## config.mk

```make
export PLATFORM = sky130hd
export DESIGN_NAME = radix4_seq_divider
export DESIGN_NICKNAME = d
export VERILOG_FILES = /design/src/rtl/radix4_seq_divider.sv
export SDC_FILE = /design/constraint.sdc
export NUM_CORES = 1
export LEC_CHECK = 0
export ABC_AREA = 1
export CAP_MARGIN = 20
export CORE_AREA = 3 3 183 185
export DETAILED_ROUTE_END_ITERATION = 12
export DIE_AREA = 0 0 186 188
export GPL_ROUTABILITY_DRIVEN = 0
export GPL_TIMING_DRIVEN = 0
export PLACE_DENSITY_LB_ADDON = 0.08
export REMOVE_ABC_BUFFERS = 1
export SYNTH_ARGS = -nofsm -noshare
export SYNTH_HDL_FRONTEND = slang
export SYNTH_SLANG_ARGS = --single-unit
export TNS_END_PERCENT = 100
```

## constraint.sdc

```tcl
create_clock -name clk -period 4.07 [get_ports clk]
set_input_delay 1.221 -clock clk [delete_from_list [all_inputs] [get_ports clk]]
set_output_delay 1.221 -clock clk [all_outputs]
set_load 0.05 [all_outputs]
```

## src/rtl/radix4_seq_divider.sv

```systemverilog
// Sequential radix-4 restoring divider: two quotient bits per cycle against 1x/2x/3x divisor multiples.
// Unsigned or two's-complement operands (sign_op); results and div_by_zero hold until the next done pulse.
module radix4_seq_divider #(
  parameter int num_bits = 32,
  parameter bit sign_op  = 1'b0
) (
  input  logic                clk,
  input  logic                rst,
  input  logic                load,
  input  logic [num_bits-1:0] dividend,
  input  logic [num_bits-1:0] divisor,
  output logic                busy,
  output logic                done,
  output logic [num_bits-1:0] quotient,
  output logic [num_bits-1:0] remainder,
  output logic                div_by_zero
);
  localparam int W    = num_bits + 2;
  localparam int NDIG = num_bits / 2;
  localparam int CW   = $clog2(NDIG) + 1;
  localparam logic [CW-1:0] LAST = CW'(NDIG - 1);

  typedef enum logic [1:0] {IDLE, LOAD, DIV, RES} state_t;
  state_t state_q, state_d;

  logic [num_bits-1:0] dvd_q, dvd_d, qacc_q, qacc_d, quo_q, quo_d, rem_q, rem_d;
  logic [W-1:0]        d1_q, d1_d, d2_q, d2_d, d3_q, d3_d, r_q, r_d;
  logic [CW-1:0]       cnt_q, cnt_d;
  logic                qneg_q, qneg_d, rneg_q, rneg_d, zero_q, zero_d;
  logic                done_q, done_d, dbz_q, dbz_d;

  logic                dvd_neg, dsr_neg;
  logic [num_bits-1:0] dvd_mag, dsr_mag, rem_mag;
  logic [W-1:0]        t, sub;
  logic [1:0]          digit;

  always_comb begin
    dvd_neg = sign_op && dividend[num_bits-1];
    dsr_neg = sign_op && divisor[num_bits-1];
    dvd_mag = dvd_neg ? -dividend : dividend;
    dsr_mag = dsr_neg ? -divisor : divisor;
    rem_mag = r_q[num_bits-1:0];
    // Partial remainder shifted up by one digit, next two dividend bits brought in.
    t = (r_q << 2) | W'(dvd_q[num_bits-1 -: 2]);
    if (t >= d3_q) begin
      digit = 2'd3;
      sub   = d3_q;
    end else if (t >= d2_q) begin
      digit = 2'd2;
      sub   = d2_q;
    end else if (t >= d1_q) begin
      digit = 2'd1;
      sub   = d1_q;
    end else begin
      digit = 2'd0;
      sub   = '0;
    end
  end

  // State register
  always_ff @(posedge clk) begin
    if (rst) state_q <= IDLE;
    else     state_q <= state_d;
  end

  // Next-state logic
  always_comb begin
    state_d = state_q;
    case (state_q)
      IDLE:    if (load) state_d = LOAD;
      LOAD:    state_d = (divisor == '0) ? RES : DIV;
      DIV:     if (cnt_q == LAST) state_d = RES;
      RES:     state_d = IDLE;
      default: state_d = IDLE;
    endcase
  end

  // Output logic
  always_comb begin
    busy        = (state_q != IDLE);
    done        = done_q;
    quotient    = quo_q;
    remainder   = rem_q;
    div_by_zero = dbz_q;
  end

  always_comb begin
    dvd_d  = dvd_q;
    qacc_d = qacc_q;
    quo_d  = quo_q;
    rem_d  = rem_q;
    d1_d   = d1_q;
    d2_d   = d2_q;
    d3_d   = d3_q;
    r_d    = r_q;
    cnt_d  = cnt_q;
    qneg_d = qneg_q;
    rneg_d = rneg_q;
    zero_d = zero_q;
    dbz_d  = dbz_q;
    done_d = 1'b0;
    case (state_q)
      LOAD: begin
        zero_d = (divisor == '0);
        // A zero divisor keeps the raw dividend so it can be returned as the remainder.
        dvd_d  = (divisor == '0) ? dividend : dvd_mag;
        d1_d   = W'(dsr_mag);
        d2_d   = W'(dsr_mag) << 1;
        d3_d   = W'(dsr_mag) + (W'(dsr_mag) << 1);
        qneg_d = dvd_neg ^ dsr_neg;
        rneg_d = dvd_neg;
        r_d    = '0;
        qacc_d = '0;
        cnt_d  = '0;
      end
      DIV: begin
        r_d    = t - sub;
        qacc_d = {qacc_q[num_bits-3:0], digit};
        dvd_d  = dvd_q << 2;
        cnt_d  = cnt_q + 1'b1;
      end
      RES: begin
        done_d = 1'b1;
        dbz_d  = zero_q;
        if (zero_q) begin
          quo_d = '1;
          rem_d = dvd_q;
        end else begin
          quo_d = qneg_q ? -qacc_q : qacc_q;
          rem_d = rneg_q ? -rem_mag : rem_mag;
        end
      end
      default: ;
    endcase
  end

  always_ff @(posedge clk) begin
    if (rst) begin
      dvd_q  <= '0;
      qacc_q <= '0;
      quo_q  <= '0;
      rem_q  <= '0;
      d1_q   <= '0;
      d2_q   <= '0;
      d3_q   <= '0;
      r_q    <= '0;
      cnt_q  <= '0;
      qneg_q <= 1'b0;
      rneg_q <= 1'b0;
      zero_q <= 1'b0;
      dbz_q  <= 1'b0;
      done_q <= 1'b0;
    end else begin
      dvd_q  <= dvd_d;
      qacc_q <= qacc_d;
      quo_q  <= quo_d;
      rem_q  <= rem_d;
      d1_q   <= d1_d;
      d2_q   <= d2_d;
      d3_q   <= d3_d;
      r_q    <= r_d;
      cnt_q  <= cnt_d;
      qneg_q <= qneg_d;
      rneg_q <= rneg_d;
      zero_q <= zero_d;
      dbz_q  <= dbz_d;
      done_q <= done_d;
    end
  end

endmodule

```

==> results of run 1 <==
==> worst max-delay path by stage <==
| stage | from | to | slack, ns | depth (start not counted) |
|---|---|---|---|---|
| 4_1_cts | r_q[13] | r_q[29] | 0.002 | 29 |
| 3_5_place_dp | dvd_q[31] | r_q[28] | -1.39 | 29 |
| 6_report | r_q[7] | r_q[29] | 0.09 | 26 |
| 5_1_grt | r_q[19] | r_q[29] | -0.12 | 24 |
| 2_1_floorplan | d1_q[16] | r_q[20] | -0.06 | 30 |
| 3_3_place_gp | rst | cnt_q[3] | -5.21 | 4 |
==> worst max-delay path: stages (launching register included) <==
cell	delay, ns
dfxtp_4	0.39
ha_4	0.26
nand2_4	0.11
a21oi_1	0.06
nor2_1	0.11
nand2_1	0.08
nand2_1	0.06
nand2_1	0.08
nand2_1	0.10
nand3_2	0.14
bufinv_16	0.24
nand2_8	0.09
buf_16	0.16
o221ai_4	0.18
o21ai_4	0.11
ha_4	0.26
a21o_1	0.21
a21oi_2	0.18
o21ai_2	0.11
a21oi_2	0.15
nand2_2	0.08
a21o_1	0.20
nand2_1	0.07
nand2_1	0.06
a21oi_1	0.14
o21ai_1	0.10
a21oi_1	0.14
==> synthesized netlist by cell type, types with 7 or more instances <==
cell      count  share of area
nand2_1     543           0.13
a21oi_1     333           0.10
inv_1       321          0.075
dfxtp_1     235           0.29
ha_1        185           0.15
o21ai_0     148          0.046
nand3_1     143          0.045
nor2_1      103          0.024
clkbuf_1     84          0.020
o21ai_1      42          0.013
o221ai_1     35          0.019
a21o_1       17         0.0080
nand4_1      16         0.0063
xor2_1       14         0.0077
nor3_1       13         0.0041
nand2_2      12         0.0047
inv_2        11         0.0026
xnor2_1      10         0.0055
buf_1         9         0.0021
o211ai_1      7         0.0033
==> cells by family after synthesis <==
group / Yosys count
and+or+nand+nor: 857
AOI/OAI and AO/OA: 623
xor gates and xnor gates: 24
DFF: 235
adders and majority gates: 187
buffers and inverters: 435
==> layout make-up <==
class,count,area share
clock inverters,6,0.001967
clock buffers,36,0.03374
well taps,408,0.02507
repair buffers,198,0.1029
inverters,333,0.06563
flip-flops and latches,235,0.2372
multi-input cells,1691,0.5311
repair inverters,4,0.002397
==> metal layers <==
layer | global-route usage | vias to the layer above | wire length, µm
met5 | 0 | - | 0
met4 | 0.06703 | 0 | 1711
met3 | 0.02444 | 112 | 2654
met2 | 0.4338 | 454 | 22370
met1 | 0.3429 | 7355 | 21520
li1 | - | 8117 | -
==> registers in the layout (all words and copies together) (netlist names) <==
register     cells
d1_q            31
qacc_q          32
remainder       32
dvd_q           32
state_q          2
done             1
quotient        32
r_q             32
cnt_q            5
d3_q            34
zero_q           1
div_by_zero      1
==> stage by stage <==
step / worst slack, ns / hold WS, ns / std cells
after floorplan: -0.06448 / 0.4393 / 2259
after global placement: -5.213 / 0.4481 / 2800
after detailed placement: -1.388 / 0.4553 / 2811
after CTS: 0.001816 / 0.4673 / 2870
after global routing: -0.1231 / 0.4951 / 2911
final: 0.09491 / 0.4661 / 2911
==> cells in the final DEF, fill, tap and decap left out, types with 25 or more instances in the layout <==
| master | netlist | routed |
|---|---|---|
| nand2_1 | 543 | 507 |
| a21oi_1 | 333 | 308 |
| inv_1 | 321 | 281 |
| dfxtp_1 | 235 | 174 |
| o21ai_0 | 148 | 138 |
| ha_1 | 185 | 138 |
| nand3_1 | 143 | 133 |
| clkdlybuf4s50_1 | 0 | 132 |
| nor2_1 | 103 | 76 |
| buf_4 | 1 | 45 |
| nand2_2 | 12 | 43 |
| ha_4 | 0 | 43 |
| dfxtp_2 | 0 | 42 |
| inv_2 | 11 | 37 |
| a21oi_2 | 3 | 28 |
| o21ai_2 | 6 | 28 |
| clkbuf_16 | 0 | 27 |
| o21ai_1 | 42 | 26 |
| nor2_2 | 5 | 25 |
==> timing repair <==
action,in CTS,in global routing
pin swaps,22,90
cloned,2,5
setup endpoints to repair,31,22
setup buffers,15,35
resized for setup,95,285
==> impl_metrics.py, run 1 <==
metrics = {
    "worst_hold_path": {
        "hold_path_depth": 2,
        "hp-start": "qacc_q[31]",
        "min_to": "qacc_q[31]",
        "hp-class": "flip-flop to flip-flop",
    },
    "clock_tree": {
        "htree_levels": 1,
        "cts_buffers": 25,
        "cts_tree": "yes",
        "postCtsHoldBufs": 0,
        "clockBufferDepth": 3,
        "cts-root-buf": "clkbuf_16",
        "path_clk_slew_ns": 0.06,
        "insertion_delay_ns": 0.53,
        "clock-sinks": 235,
    },
    "yosys": {
        "syn-cell-area_um2": 15960,
        "synth_top_family_by_area": "simple AND/OR/NAND/NOR gates",
        "synth_edf_count": 0,
        "ys_warn_count": 0,
        "synth_xor_area_frac": 0.01317,
        "yosys.area_share.simple": 0.2245,
        "syn_area_per_cell_um2": 6.761,
        "yosys_most_used_dff": "dfxtp_1",
        "synthCells": 2361,
        "synth_mux_area_frac": 0,
        "synth-seq-area-share": 0.2947,
        "synthAdderAreaFrac": 0.1475,
        "synth_compound_area_frac": 0.2157,
        "ys_seq_elements": 235,
        "postSynth.asyncResetShare": 0,
        "yosysUniqueCellTypes": 53,
    },
    "global_routing": {
        "grtUsageTotal": 0.2540,
        "grt_max_degree": 105,
        "grt_pass1_wl_mm": 73.55,
        "antenna_found_initial": 0,
        "grt_pass1_vias": 14820,
        "grt_overflow": 0,
    },
    "timing": {
        "fin_crit_ns": 3.975,
        "rsz0062_at_grt": "yes",
        "tightest_slew_ns": 1.055,
        "hold_viol": 0,
        "slew_headroom": 0.2947,
        "fmax_ghz": 0.2516,
        "slew_viol_final": 0,
        "setup_viol": 0,
        "fin_tns_setup_ns": 0,
        "period_share": 0.9767,
        "skew_ns": 0.01332,
    },
    "die": {
        "die-area_um2": 34970,
        "rows": 66,
        "die_h_um": 188,
        "initial_utilization": 0.4956,
        "io_pins": 134,
        "fp.dieW_um": 186,
        "core-area_um2": 32210,
    },
    "place": {
        "dpl_cell_area_um2": 17650,
        "place.detailed.hpwl_mm": 34.31,
        "port_buffers": 133,
    },
    "cells_and_area": {
        "final-seq-area_um2": 4828,
        "fin_util": 0.6322,
        "n_antenna_cell": 0,
        "syn_to_final_growth_pct": 27.55,
        "final_nets": 2742,
        "drive_gt1_frac": 0.1798,
        "fillers": 2846,
        "final_area_um2": 20360,
        "multiInputGateArea_um2": 10810,
    },
    "worst_setup_path": {
        "r2r_start": "r_q[7]",
        "end_kind": "flip-flop",
        "required_ns": 4.51,
        "cp.arrival_ns": 4.42,
        "r2r_slack_ns": 0.09,
        "timing.rr.end": "r_q[29]",
        "critical_path_class": "flip-flop to flip-flop",
        "path_max_fanout": 6,
        "reg2reg_depth": 26,
        "start_kind": "flip-flop",
    },
    "route": {
        "drt-initial-drc-count": 949,
        "wirelength_mm": 48.26,
        "routed-via-count": 16040,
        "first_pass_iters": 5,
        "route.detailed.wl_per_inst_um": 16.58,
        "viasPerCell": 5.509,
        "drc": 0,
        "route.antenna.remaining_nets": 0,
    },
    "run": {
        "max-cap-violations": 0,
    },
    "outcome": {
        "status": "finished clean",
    },
}
Power of run 1 is left out: the tool's default activity adds up to more than one toggle a clock period on the data nets, which glitch-free logic cannot reach.
==> inputs of run 2 (changes only) <==
HOLD_SLACK_MARGIN = 0.15   (was default)
==> results of run 2 <==
Final layout, timing and power as in run 1 (identical DEF).
Power of run 2 is left out for the same reason.
